==> src/rtl/mips_pkg.sv <==
// Shared types and constants for the MIPS front end.
package mips_pkg;

  typedef enum logic [1:0] {
    IDLE  = 2'd0,
    FETCH = 2'd1,
    VALID = 2'd2
  } fetch_state_t;

  localparam logic [31:0] DEFAULT_RESET_PC = 32'h0000_0000;
  localparam logic [31:0] PC_INCR          = 32'd4;

endpackage

==> src/rtl/instr_fetch_next_pc_sel.sv <==
// Next-PC selection for the fetch stage: jump > taken branch > sequential.
module next_pc_sel
  import mips_pkg::*;
(
  input  logic [31:0] pc_plus4,
  input  logic [31:0] imm,
  input  logic [25:0] jump_target,
  input  logic        jump,
  input  logic        branch_taken,
  output logic [31:0] next_pc
);

  // Word offset; the shift drops imm[31:30], which are redundant sign bits.
  logic [31:0] br_off;
  assign br_off = imm << 2;

  always_comb begin
    next_pc = pc_plus4;
    if (jump)
      next_pc = {pc_plus4[31:28], jump_target, 2'b00};
    else if (branch_taken)
      next_pc = pc_plus4 + br_off;
  end

endmodule

==> src/rtl/instr_fetch.sv <==
// Instruction fetch stage: holds the PC, fetches over req/ack and hands the
// word to decode, advancing the PC when decode accepts it.
module instr_fetch
  import mips_pkg::*;
#(
  parameter logic [31:0] RESET_PC = DEFAULT_RESET_PC
) (
  input  logic        clk,
  input  logic        rst,
  output logic        imem_req,
  output logic [31:0] imem_addr,
  input  logic        imem_ack,
  input  logic [31:0] imem_rdata,
  output logic [31:0] instr,
  output logic [31:0] instr_pc,
  output logic [31:0] pc_plus4,
  output logic        instr_valid,
  input  logic        stall,
  input  logic        branch_taken,
  input  logic [31:0] imm,
  input  logic        jump,
  input  logic [25:0] jump_target
);

  fetch_state_t state_q, state_d;
  logic [31:0]  pc_q, pc_d;
  logic [31:0]  instr_q, instr_d;
  logic [31:0]  instr_pc_q, instr_pc_d;
  logic         valid_q, valid_d;
  logic [31:0]  next_pc;

  assign imem_addr   = pc_q;
  assign instr       = instr_q;
  assign instr_pc    = instr_pc_q;
  assign instr_valid = valid_q;
  assign pc_plus4    = instr_pc_q + PC_INCR;

  next_pc_sel u_next_pc_sel (
    .pc_plus4     (pc_plus4),
    .imm          (imm),
    .jump_target  (jump_target),
    .jump         (jump),
    .branch_taken (branch_taken),
    .next_pc      (next_pc)
  );

  always_comb begin
    state_d    = state_q;
    pc_d       = pc_q;
    instr_d    = instr_q;
    instr_pc_d = instr_pc_q;
    valid_d    = valid_q;
    imem_req   = 1'b0;
    case (state_q)
      IDLE: state_d = FETCH;
      FETCH: begin
        imem_req = 1'b1;
        if (imem_ack) begin
          instr_d    = imem_rdata;
          instr_pc_d = pc_q;
          valid_d    = 1'b1;
          state_d    = VALID;
        end
      end
      VALID: begin
        if (!stall) begin
          pc_d    = {next_pc[31:2], 2'b00};
          valid_d = 1'b0;
          state_d = FETCH;
        end
      end
      default: state_d = IDLE;
    endcase
  end

  always_ff @(posedge clk) begin
    if (rst) begin
      state_q    <= IDLE;
      pc_q       <= {RESET_PC[31:2], 2'b00};
      instr_q    <= '0;
      instr_pc_q <= '0;
      valid_q    <= 1'b0;
    end else begin
      state_q    <= state_d;
      pc_q       <= pc_d;
      instr_q    <= instr_d;
      instr_pc_q <= instr_pc_d;
      valid_q    <= valid_d;
    end
  end

endmodule

==> config.mk <==
export PLATFORM = sky130hd
export DESIGN_NAME = instr_fetch
export DESIGN_NICKNAME = d
export VERILOG_FILES = /design/src/rtl/mips_pkg.sv /design/src/rtl/instr_fetch_next_pc_sel.sv /design/src/rtl/instr_fetch.sv
export SDC_FILE = /design/constraint.sdc
export NUM_CORES = 1
export LEC_CHECK = 0
export ABC_CLOCK_PERIOD_IN_PS = 3050
export BUFFER_PORTS_ARGS = -buffer_cell sky130_fd_sc_hd__buf_2
export CAP_MARGIN = 0
export CORE_MARGIN = 4
export CORE_UTILIZATION = 45
export CTS_CLUSTER_DIAMETER = 30
export DETAILED_ROUTE_END_ITERATION = 10
export HOLD_SLACK_MARGIN = 0.02
export PLACE_DENSITY = 0.77
export SLEW_MARGIN = 40
export SYNTH_ARGS = -nofsm -noshare
export SYNTH_HDL_FRONTEND = slang
export SYNTH_HIERARCHICAL = 1
export SYNTH_SLANG_ARGS = --single-unit
export TNS_END_PERCENT = 1
==> constraint.sdc <==
create_clock -name clk -period 3.05 [get_ports clk]
set_input_delay 0.61 -clock clk [delete_from_list [all_inputs] [get_ports clk]]
set_output_delay 0.61 -clock clk [all_outputs]
set_load 0.01 [all_outputs]
==> metrics, run 1 <==
status finished, violations left; failing checks negative setup slack; Layout fillers 968; HP Class reg -> reg; Core Area 13240 µm²; clock root buffer master clkbuf_16; Tcrit/Tclk final 1.072; Max Fanout on Critical Path 5; worst hold slack 0.4482 ns; Rows 42; routed vias/inst 5.593; Final ANT Viol Nets 0; fin crit period 3.271 ns; fin util 0.7181; most frequent CP cell buf_4; Reg area 1946 µm²; first-pass GRT wire length 35570 µm; vias in the first global route 7094; Synthesis Warnings 6; area of the multi-input gates 4581 µm²; wire per inst 17.44 µm; critical path data arrival time 3.49 ns; die height 124.5 µm; mapped cell area 6106 µm²; CP Launch Type flop; largest net degree at the start of global routing 96; CTS Hold Bufs 0; CP Class reg -> reg; Post-DP HPWL 16410 µm; Max Fclk 305.7 MHz; # port buffers 217; top routing layer in use met4; unrepaired setup endpoints after global routing yes; pwr dens 304.1 nW/µm²; total grt overflow 0; drt initial violations 941; Total Routing Usage GR 0.2779; NumNets Final 1307; Worst-path clk slew 0.06 ns; CTS tree built; WL met2 10920 µm; share of layout cells above drive strength 1 0.4447; Max VDD drop 470.2 µV; Worst Max-Slew Pin Slew 0.7373 ns; Chip Width 124.5 µm; initial antenna violation count 1; Pre-antenna DRT Iters 5; P_leak 4.509 nW; max cap viols 0; starting density of the core 0.4611; Mapped Avg Cell Area 7.365 µm²; Worst Path Required 3.26 ns; die area 15500 µm²; CP Capture Type flop; placed instance area 8463 µm²; relative slew slack 0.5085; final hold viol count 0; wl on met1 9372 µm; post-route cell area 9509 µm²; Clock Skew 0.008663 ns; final WL 23760 µm; post-route setup slack -0.2209 ns; GP Congestion 0.9120; total chip power 2.891 mW; CP max stage delay 0.35 ns; CTS max path bufs 2; met3 WL post-DR 2168 µm; critical path cell sequence buf_4, buf_4, inv_1, nor2_1, xor2_1, ha_1, o21a_1, a21oi_1, o21a_1, o211ai_1, a21oi_2, xor2_1, o21ai_1, buf_4, nand2_1, a21oi_1; total clock sinks 95; CTS buffer count 9; Syn-to-layout area delta 55.74%; clk_lat worst skew 0.34 ns; DR DRC count 0; Slew Viols, Final 0; H-Tree Depth 3; Setup Viol. Count Final 19; Vias 7617; Ports 226; Synth Instances 829; Slowest-stage cell, CP dfxtp_2
[power breakdown]
part	total (mW)	leakage, nW	internal, mW	switching (mW)
combinational	0.504	3.59	0.214	0.290
sequential	1.28	0.780	1.26	0.0167
clock	1.11	0.140	0.659	0.450
[through the flow]
stage | TNS, ns | cells | setup WS (ns)
6_report | -2.669 | 1362 | -0.2209
4_1_cts | -0.6135 | 1355 | -0.08528
2_1_floorplan | -0.2125 | 834 | -0.06660
3_5_place_dp | -3.578 | 1324 | -0.3534
5_1_grt | -6.121 | 1362 | -0.4073
3_3_place_gp | -2.356 | 1324 | -0.2589
[worst max-delay path: cells and delay by family (launching register included)]
| kind | cells | cell delay [ns] |
|---|---|---|
| xor gates and xnor gates | 2 | 0.46 |
| adders and majority gates | 1 | 0.33 |
| buffers and inverters | 4 | 0.48 |
| and+or+nand+nor | 2 | 0.20 |
| DFF | 1 | 0.35 |
| AOI/OAI and AO/OA | 7 | 1.32 |
[final timing paths]
kind                                                from                         end  slack [ns]  cells after the start
worst min-delay path               instr[5]$_SDFFE_PP0P_       instr[5]$_SDFFE_PP0P_        0.45                      2
worst max register to register  instr_pc[6]$_SDFFE_PP0P_  imem_addr[28]$_SDFFE_PP0P_       -0.22                     16
worst max-delay path            instr_pc[6]$_SDFFE_PP0P_  imem_addr[28]$_SDFFE_PP0P_       -0.22                     16
worst min register to register     instr[5]$_SDFFE_PP0P_       instr[5]$_SDFFE_PP0P_        0.45                      2
[layout make-up]
cell class,instances,share of cell area
clock buffer,13,0.02632
tap,176,0.02316
multi-input combinational,672,0.4817
sequential,95,0.2046
clock inverter,3,0.004605
antenna,1,0.0002632
inverter,15,0.005921
timing repair buffer,387,0.2534
[layout by cell type (no fill, tap or decap), types with 10 or more instances in the layout]
master   instances
ha_4            13
nand4_1         14
nand3_1         12
nor2_1          22
a21oi_1        118
inv_1           15
xor2_1          12
xnor2_1         18
dfxtp_4         10
a21oi_2         14
dfxtp_1         80
buf_4          162
xnor2_2         12
nand2_1        227
o21ai_0         18
mux2i_1         13
a21o_1          11
buf_2          217
o21ai_1         18
ha_1            16
[flip-flops by register name, summed over array words and instances, names as in the netlist]
register,flops
imem_addr,30
instr_pc,30
state_q,2
instr_valid,1
instr,32
[layer usage]
layer  track usage  up-vias
met4        0.1302        0
li1              -     3554
met5             0        -
met1        0.3440     3518
met2        0.4577      445
met3       0.06346      100
[repair_timing]
action,in CTS,in global routing
endpoints found under the setup margin,18,24
buffers inserted,15,6
gates resized for setup,69,47
pin swaps,62,35
hold endpoints to repair,0,0
Note: power is estimated with default switching activity, not from simulation.
==> run 2: changes to the inputs <==
ABC_CLOCK_PERIOD_IN_PS = 3000   (was 3050)
clock period = 3 ns   (was 3.05 ns; I/O delays follow)
==> run 2 against run 1 <==
  * The run still ends with negative setup slack left
  * Maximum frequency is 1.1% lower
  * Cell area shrank 1.3%
  * Worst hold slack gained 0.0025 ns
  * Count of clock-buffer cells in the layout is 3 lower
  * Die area stayed put
  * Register-to-register slack worse by 0.09 ns
  * Critical path type unchanged
==> metrics, run 2 (synthesized netlist as in run 1, its figures left out) <==
final hold viol count 0 (unchanged); max cap viols 0 (unchanged); Core Area 13240 µm² (unchanged); Slew Viols, Final 0 (unchanged); clock root buffer master clkbuf_16 (unchanged); routed vias/inst 5.402 (was 5.593); Tcrit/Tclk final 1.103 (was 1.072); placed instance area 8488 µm² (was 8463 µm²); critical path cell sequence ha_4, nand3_4, buf_4, nor2_2, xor2_1, ha_1, buf_4, nand2_1, and3_1, a21oi_1, nand2_2, o21bai_4, a31oi_2, or4b_4, nand3_2, nand2_1, a21oi_1 (was buf_4, buf_4, inv_1, nor2_1, xor2_1, ha_1, o21a_1, a21oi_1, o21a_1, o211ai_1, a21oi_2, xor2_1, o21ai_1, buf_4, nand2_1, a21oi_1); critical path data arrival time 3.57 ns (was 3.49 ns); most frequent cells in the layout nand2_1 (231), buf_2 (217), buf_4 (159) (was nand2_1 (227), buf_2 (217), buf_4 (162)); drt initial violations 984 (was 941); Worst-path clk slew 0.06 ns (about the same); area of the multi-input gates 4494 µm² (was 4581 µm²); DR DRC count 0 (unchanged); die height 124.5 µm (unchanged); max reg flops 32 (unchanged); GP Congestion 0.9496 (was 0.9120); Max Fanout on Critical Path 4 (was 5); die area 15500 µm² (unchanged); failing checks negative setup slack (unchanged); Rows 42 (unchanged); Pre-antenna DRT Iters 6 (was 5); CP Capture Type flop (unchanged); final non-filler cell total 1357 (was 1362); initial antenna violation count 0 (was 1); H-Tree Depth 3 (unchanged); CP max stage delay 0.56 ns (was 0.35 ns); P_leak 4.506 nW (was 4.509 nW); Reg area 1946 µm² (unchanged); largest net degree at the start of global routing 49 (was 96); CP Launch Type flop (unchanged); HP Class reg -> reg (unchanged); pre-CTS WS -0.3247 ns (was -0.3534 ns); starting density of the core 0.4611 (unchanged); fin util 0.7086 (was 0.7181); NumNets Final 1303 (was 1307); commonest non-fill, non-tap cell in the layout nand2_1 (unchanged); CP Class reg -> reg (unchanged); CTS buffer count 9 (unchanged); clk_lat worst skew 0.33 ns (was 0.34 ns); Final ANT Viol Nets 0 (unchanged); Setup Viol. Count Final 20 (was 19); CTS max path bufs 2 (unchanged); total chip power 2.874 mW (was 2.891 mW); Ports 226 (unchanged); total clock sinks 95 (unchanged); post-route setup slack -0.3086 ns (was -0.2209 ns); first-pass GRT wire length 33240 µm (was 35570 µm); worst hold slack 0.4508 ns (was 0.4482 ns); setup tns final -3.630 ns (was -2.669 ns); Max Fclk 302.2 MHz (was 305.7 MHz); vias in the first global route 6577 (was 7094); pwr dens 306.3 nW/µm² (was 304.1 nW/µm²); share of layout cells above drive strength 1 0.4386 (was 0.4447); Worst Max-Slew Pin Slew 0.6530 ns (was 0.7373 ns); Post-DP HPWL 16420 µm (was 16410 µm); placed insts 1318 (was 1324); fin crit period 3.309 ns (was 3.271 ns); ant diodes 0 (was 1); CTS tree built (unchanged); Vias 7331 (was 7617); unrepaired setup endpoints after global routing yes (unchanged); # port buffers 217 (unchanged); Max VDD drop 394.1 µV (was 470.2 µV); wire per inst 16.42 µm (was 17.44 µm); status finished, violations left (unchanged); Worst Path Required 3.27 ns (was 3.26 ns); relative slew slack 0.5636 (was 0.5085); Syn-to-layout area delta 53.69% (was 55.74%); Chip Width 124.5 µm (unchanged); Clock Skew 0.006748 ns (was 0.008663 ns); Slowest-stage cell, CP or4b_4 (was dfxtp_2); total grt overflow 0 (unchanged); Layout fillers 1039 (was 968); final WL 22280 µm (was 23760 µm); reg-to-reg slack, setup -0.31 ns (was -0.22 ns); CTS Hold Bufs 0 (unchanged); post-route cell area 9384 µm² (was 9509 µm²); Total Routing Usage GR 0.2587 (was 0.2779)
## run 2: changes by cell type in the layout (fill, tap and decap cells not counted), moves of 4 or more
| cell | delta |
|---|---|
| o21ai_0 | +4 |
| ha_4 | -4 |
| o21ai_1 | -5 |
| nand2_2 | -4 |
| xnor2_2 | +4 |
| nand2_1 | +4 |
## run 2: cell type report
class / instances / area share
Inverter: 15 / 0.006000
Multi-Input combinational cell: 672 / 0.4789
Clock buffer: 10 / 0.02547
Tap cell: 176 / 0.02347
Timing Repair Buffer: 383 / 0.2541
Clock inverter: 6 / 0.004667
Sequential cell: 95 / 0.2073
## run 2: routing by layer
metal	share of wire	wire length, µm	vias up	GRT usage
li1	-	-	3553	-
met1	0.41	9137	3392	0.3411
met2	0.48	10630	338	0.4249
met3	0.087	1948	48	0.05918
met4	0.025	560	0	0.07221
met5	0	0	-	0
## run 2: power breakdown
part | internal [mW] | switching [mW] | leakage, nW
Combinational | 0.218 | 0.289 | 3.59
Clock | 0.587 | 0.479 | 0.135
Sequential | 1.28 | 0.0182 | 0.780
Total | 2.09 | 0.787 | 4.51
## run 2: worst paths after layout
check / from / to / cells after the start
worst max-delay path: instr_pc[2]$_SDFFE_PP0P_ / imem_addr[30]$_SDFFE_PP0P_ / 17
worst min-delay path: instr[27]$_SDFFE_PP0P_ / instr[27]$_SDFFE_PP0P_ / 2
worst max register to register: instr_pc[2]$_SDFFE_PP0P_ / imem_addr[30]$_SDFFE_PP0P_ / 17
worst min register to register: instr[27]$_SDFFE_PP0P_ / instr[27]$_SDFFE_PP0P_ / 2
## run 2: what timing repair did
action / in CTS / in global routing
resized for setup: 43 / 47
gates cloned: 1 / 0
setup buffers: 13 / 10
pin swaps: 32 / 40
setup endpoints to repair: 21 / 24
## run 2: critical path: cells and delay by family, from the launching register on
family,cells,cell delay (ns)
and+or+nand+nor,8,1.29
AOI/OAI and AO/OA,4,0.60
DFF,1,0.39
adders and majority gates,2,0.38
buffers and inverters,2,0.32
xor gates and xnor gates,1,0.27
==> run 3: changes to the inputs <==
ABC_AREA = 1   (was default)
ABC_CLOCK_PERIOD_IN_PS = 3900   (was 3000)
CORE_MARGIN = 5   (was 4)
PLACE_DENSITY = 0.72   (was 0.77)
clock period = 3.9 ns   (was 3 ns; I/O delays follow)
==> run 3 against run 2 <==
  * The flow now finishes without violations
  * Utilization shrank 14 points
  * Area after synthesis is 16% higher
  * First-iteration DRC count decreased by 27%
  * Worst hold slack better by 0.0096 ns
  * Sequential power shrank 19%
  * Combinational power is 25% higher
  * Cell area down 7.9%
  * Via count up 8.4%
  * Clock skew increased by 0.0011 ns
  * Critical path depth is 2 higher
==> metrics, run 3 <==
placed insts 1543 (was 1318); setup tns final 0 ns (was -3.630 ns); Layout fillers 1613 (was 1039); CTS max path bufs 2 (unchanged); commonest non-fill, non-tap cell in the layout nand2_1 (unchanged); most frequent cells in the layout nand2_1 (366), buf_2 (216), inv_1 (136) (was nand2_1 (231), buf_2 (217), buf_4 (159)); Max Fanout on Critical Path 5 (was 4); Reg area 1902 µm² (was 1946 µm²); NumNets Final 1470 (was 1303); Tcrit/Tclk final 0.9045 (was 1.103); hold depth 2 (unchanged); unrepaired setup endpoints after global routing no (was yes); clk_lat worst skew 0.34 ns (was 0.33 ns); reg-to-reg slack, setup 0.37 ns (was -0.31 ns); H-Tree Depth 3 (unchanged); Total Routing Usage GR 0.2525 (was 0.2587); pwr dens 309.3 nW/µm² (was 306.3 nW/µm²); DR DRC count 0 (unchanged); Max Fclk 283.5 MHz (was 302.2 MHz); Ports 226 (unchanged); area of the multi-input gates 4409 µm² (was 4494 µm²); Post-DP HPWL 18990 µm (was 16420 µm); Syn-to-layout area delta 21.96% (was 53.69%); Pre-antenna DRT Iters 5 (was 6); CTS Hold Bufs 0 (unchanged); final WL 23760 µm (was 22280 µm); Worst Max-Slew Pin Slew 0.7790 ns (was 0.6530 ns); Rows 45 (was 42); RR Startpoint instr_pc[3]$_SDFFE_PP0P_ (was instr_pc[2]$_SDFFE_PP0P_); vias in the first global route 7240 (was 6577); hold path start instr[12]$_SDFFE_PP0P_ (was instr[27]$_SDFFE_PP0P_); reg2reg end imem_addr[27]$_SDFFE_PP0P_ (was imem_addr[30]$_SDFFE_PP0P_); Synthesis Warnings 6 (unchanged); Chip Width 135.5 µm (was 124.5 µm); CP Class reg -> reg (unchanged); # port buffers 217 (unchanged); CTS tree built (unchanged); HP Class reg -> reg (unchanged); # resized after CTS 0 (was 43); first-pass GRT wire length 36960 µm (was 33240 µm); fin util 0.5641 (was 0.7086); Worst Path Required 4.09 ns (was 3.27 ns); Core Area 15310 µm² (was 13240 µm²); Slowest-stage cell, CP dfxtp_1 (was or4b_4); Hold EP instr[12]$_SDFFE_PP0P_ (was instr[27]$_SDFFE_PP0P_); GP Congestion 0.9585 (was 0.9496); wire per inst 15.24 µm (was 16.42 µm); starting density of the core 0.4625 (was 0.4611); P_leak 4.440 nW (was 4.506 nW); final hold viol count 0 (unchanged); relative slew slack 0.4807 (was 0.5636); status finished, final reports clean (was finished, violations left); Synth Instances 1150 (was 829); max reg flops 32 (unchanged); CTS buffer count 9 (unchanged); Worst-path clk slew 0.07 ns (was 0.06 ns); total chip power 2.672 mW (was 2.874 mW); Vias 7946 (was 7331); Clock Skew 0.007869 ns (was 0.006748 ns); clock root buffer master clkbuf_16 (unchanged); critical path data arrival time 3.72 ns (was 3.57 ns); Max VDD drop 267.9 µV (was 394.1 µV); final non-filler cell total 1559 (was 1357); share of layout cells above drive strength 1 0.2263 (was 0.4386); largest net degree at the start of global routing 96 (was 49); setup bufs post-CTS 0 (was 13); fin crit period 3.528 ns (was 3.309 ns); mapped cell area 7083 µm² (was 6106 µm²); Slew Viols, Final 0 (unchanged); ant diodes 0 (unchanged); CP Launch Type flop (unchanged); total grt overflow 0 (unchanged); Mapped Avg Cell Area 6.159 µm² (was 7.365 µm²); Setup Viol. Count Final 0 (was 20); drt initial violations 717 (was 984); initial antenna violation count 0 (unchanged); die area 18350 µm² (was 15500 µm²); CP max stage delay 0.42 ns (was 0.56 ns); total clock sinks 95 (unchanged); worst hold slack 0.4604 ns (was 0.4508 ns); die height 135.5 µm (was 124.5 µm); critical path cell sequence ha_1, nand2_1, nor2_1, nand2_1, nor2_1, xor2_1, ha_1, a21oi_1, nand2_1, inv_1, nand2_1, a21oi_1, nand2_1, nand2_1, nand3_1, nand2_1, nand2_1, nor2_1, a211oi_1 (was ha_4, nand3_4, buf_4, nor2_2, xor2_1, ha_1, buf_4, nand2_1, and3_1, a21oi_1, nand2_2, o21bai_4, a31oi_2, or4b_4, nand3_2, nand2_1, a21oi_1); max cap viols 0 (unchanged); CP Capture Type flop (unchanged); Final ANT Viol Nets 0 (unchanged); routed vias/inst 5.097 (was 5.402); most frequent CP cell nand2_1; R2R depth 19 (was 17)
-- run 3: cell type report --
class | count | area share
timing repair buffer | 227 | 0.1366
clock inverter | 5 | 0.01231
inverter | 145 | 0.06301
multi-input combinational | 865 | 0.5104
tap | 211 | 0.03056
sequential | 95 | 0.2202
clock buffer | 11 | 0.02694
-- run 3: metrics by stage --
stage | worst slack [ns] | instance area (µm²)
final | 0.3724 | 8638
after global routing | 0.02330 | 8638
after CTS | 0.4823 | 8638
after detailed placement | 0.4886 | 8299
after global placement | 0.5374 | 8295
after floorplan | 1.098 | 7102
-- run 3: worst max-delay path by stage --
stage	start	endpoint	cells past startpoint
after floorplan	instr_pc[3]$_SDFFE_PP0P_	imem_addr[31]$_SDFFE_PP0P_	19
after global placement	instr_pc[3]$_SDFFE_PP0P_	imem_addr[29]$_SDFFE_PP0P_	17
after detailed placement	instr_pc[3]$_SDFFE_PP0P_	imem_addr[29]$_SDFFE_PP0P_	17
after CTS	instr_pc[3]$_SDFFE_PP0P_	imem_addr[29]$_SDFFE_PP0P_	17
after global routing	instr_pc[3]$_SDFFE_PP0P_	imem_addr[27]$_SDFFE_PP0P_	20
final	instr_pc[3]$_SDFFE_PP0P_	imem_addr[27]$_SDFFE_PP0P_	19
-- run 3: power breakdown --
| group | internal, mW | switching (mW) | total (mW) | leakage (nW) |
|---|---|---|---|---|
| clock network | 0.628 | 0.362 | 0.990 | 0.160 |
| registers | 1.01 | 0.0345 | 1.05 | 0.772 |
| logic | 0.229 | 0.406 | 0.634 | 3.51 |
| total | 1.87 | 0.802 | 2.67 | 4.44 |
-- run 3: worst max-delay path: cells and delay by family (launching register included) --
kind | cells | cell delay (ns)
AOI/OAI and AO/OA | 3 | 0.53
xor gates and xnor gates | 1 | 0.37
adders and majority gates | 2 | 0.61
buffers and inverters | 1 | 0.06
DFF | 1 | 0.42
and+or+nand+nor | 12 | 1.39
-- run 3: per-layer routing --
layer	up-vias	part of all wire	track usage
li1	4050	-	-
met3	37	0.087	0.06426
met2	318	0.45	0.4024
met4	0	0.021	0.06383
met5	-	0	0
met1	3541	0.44	0.3418
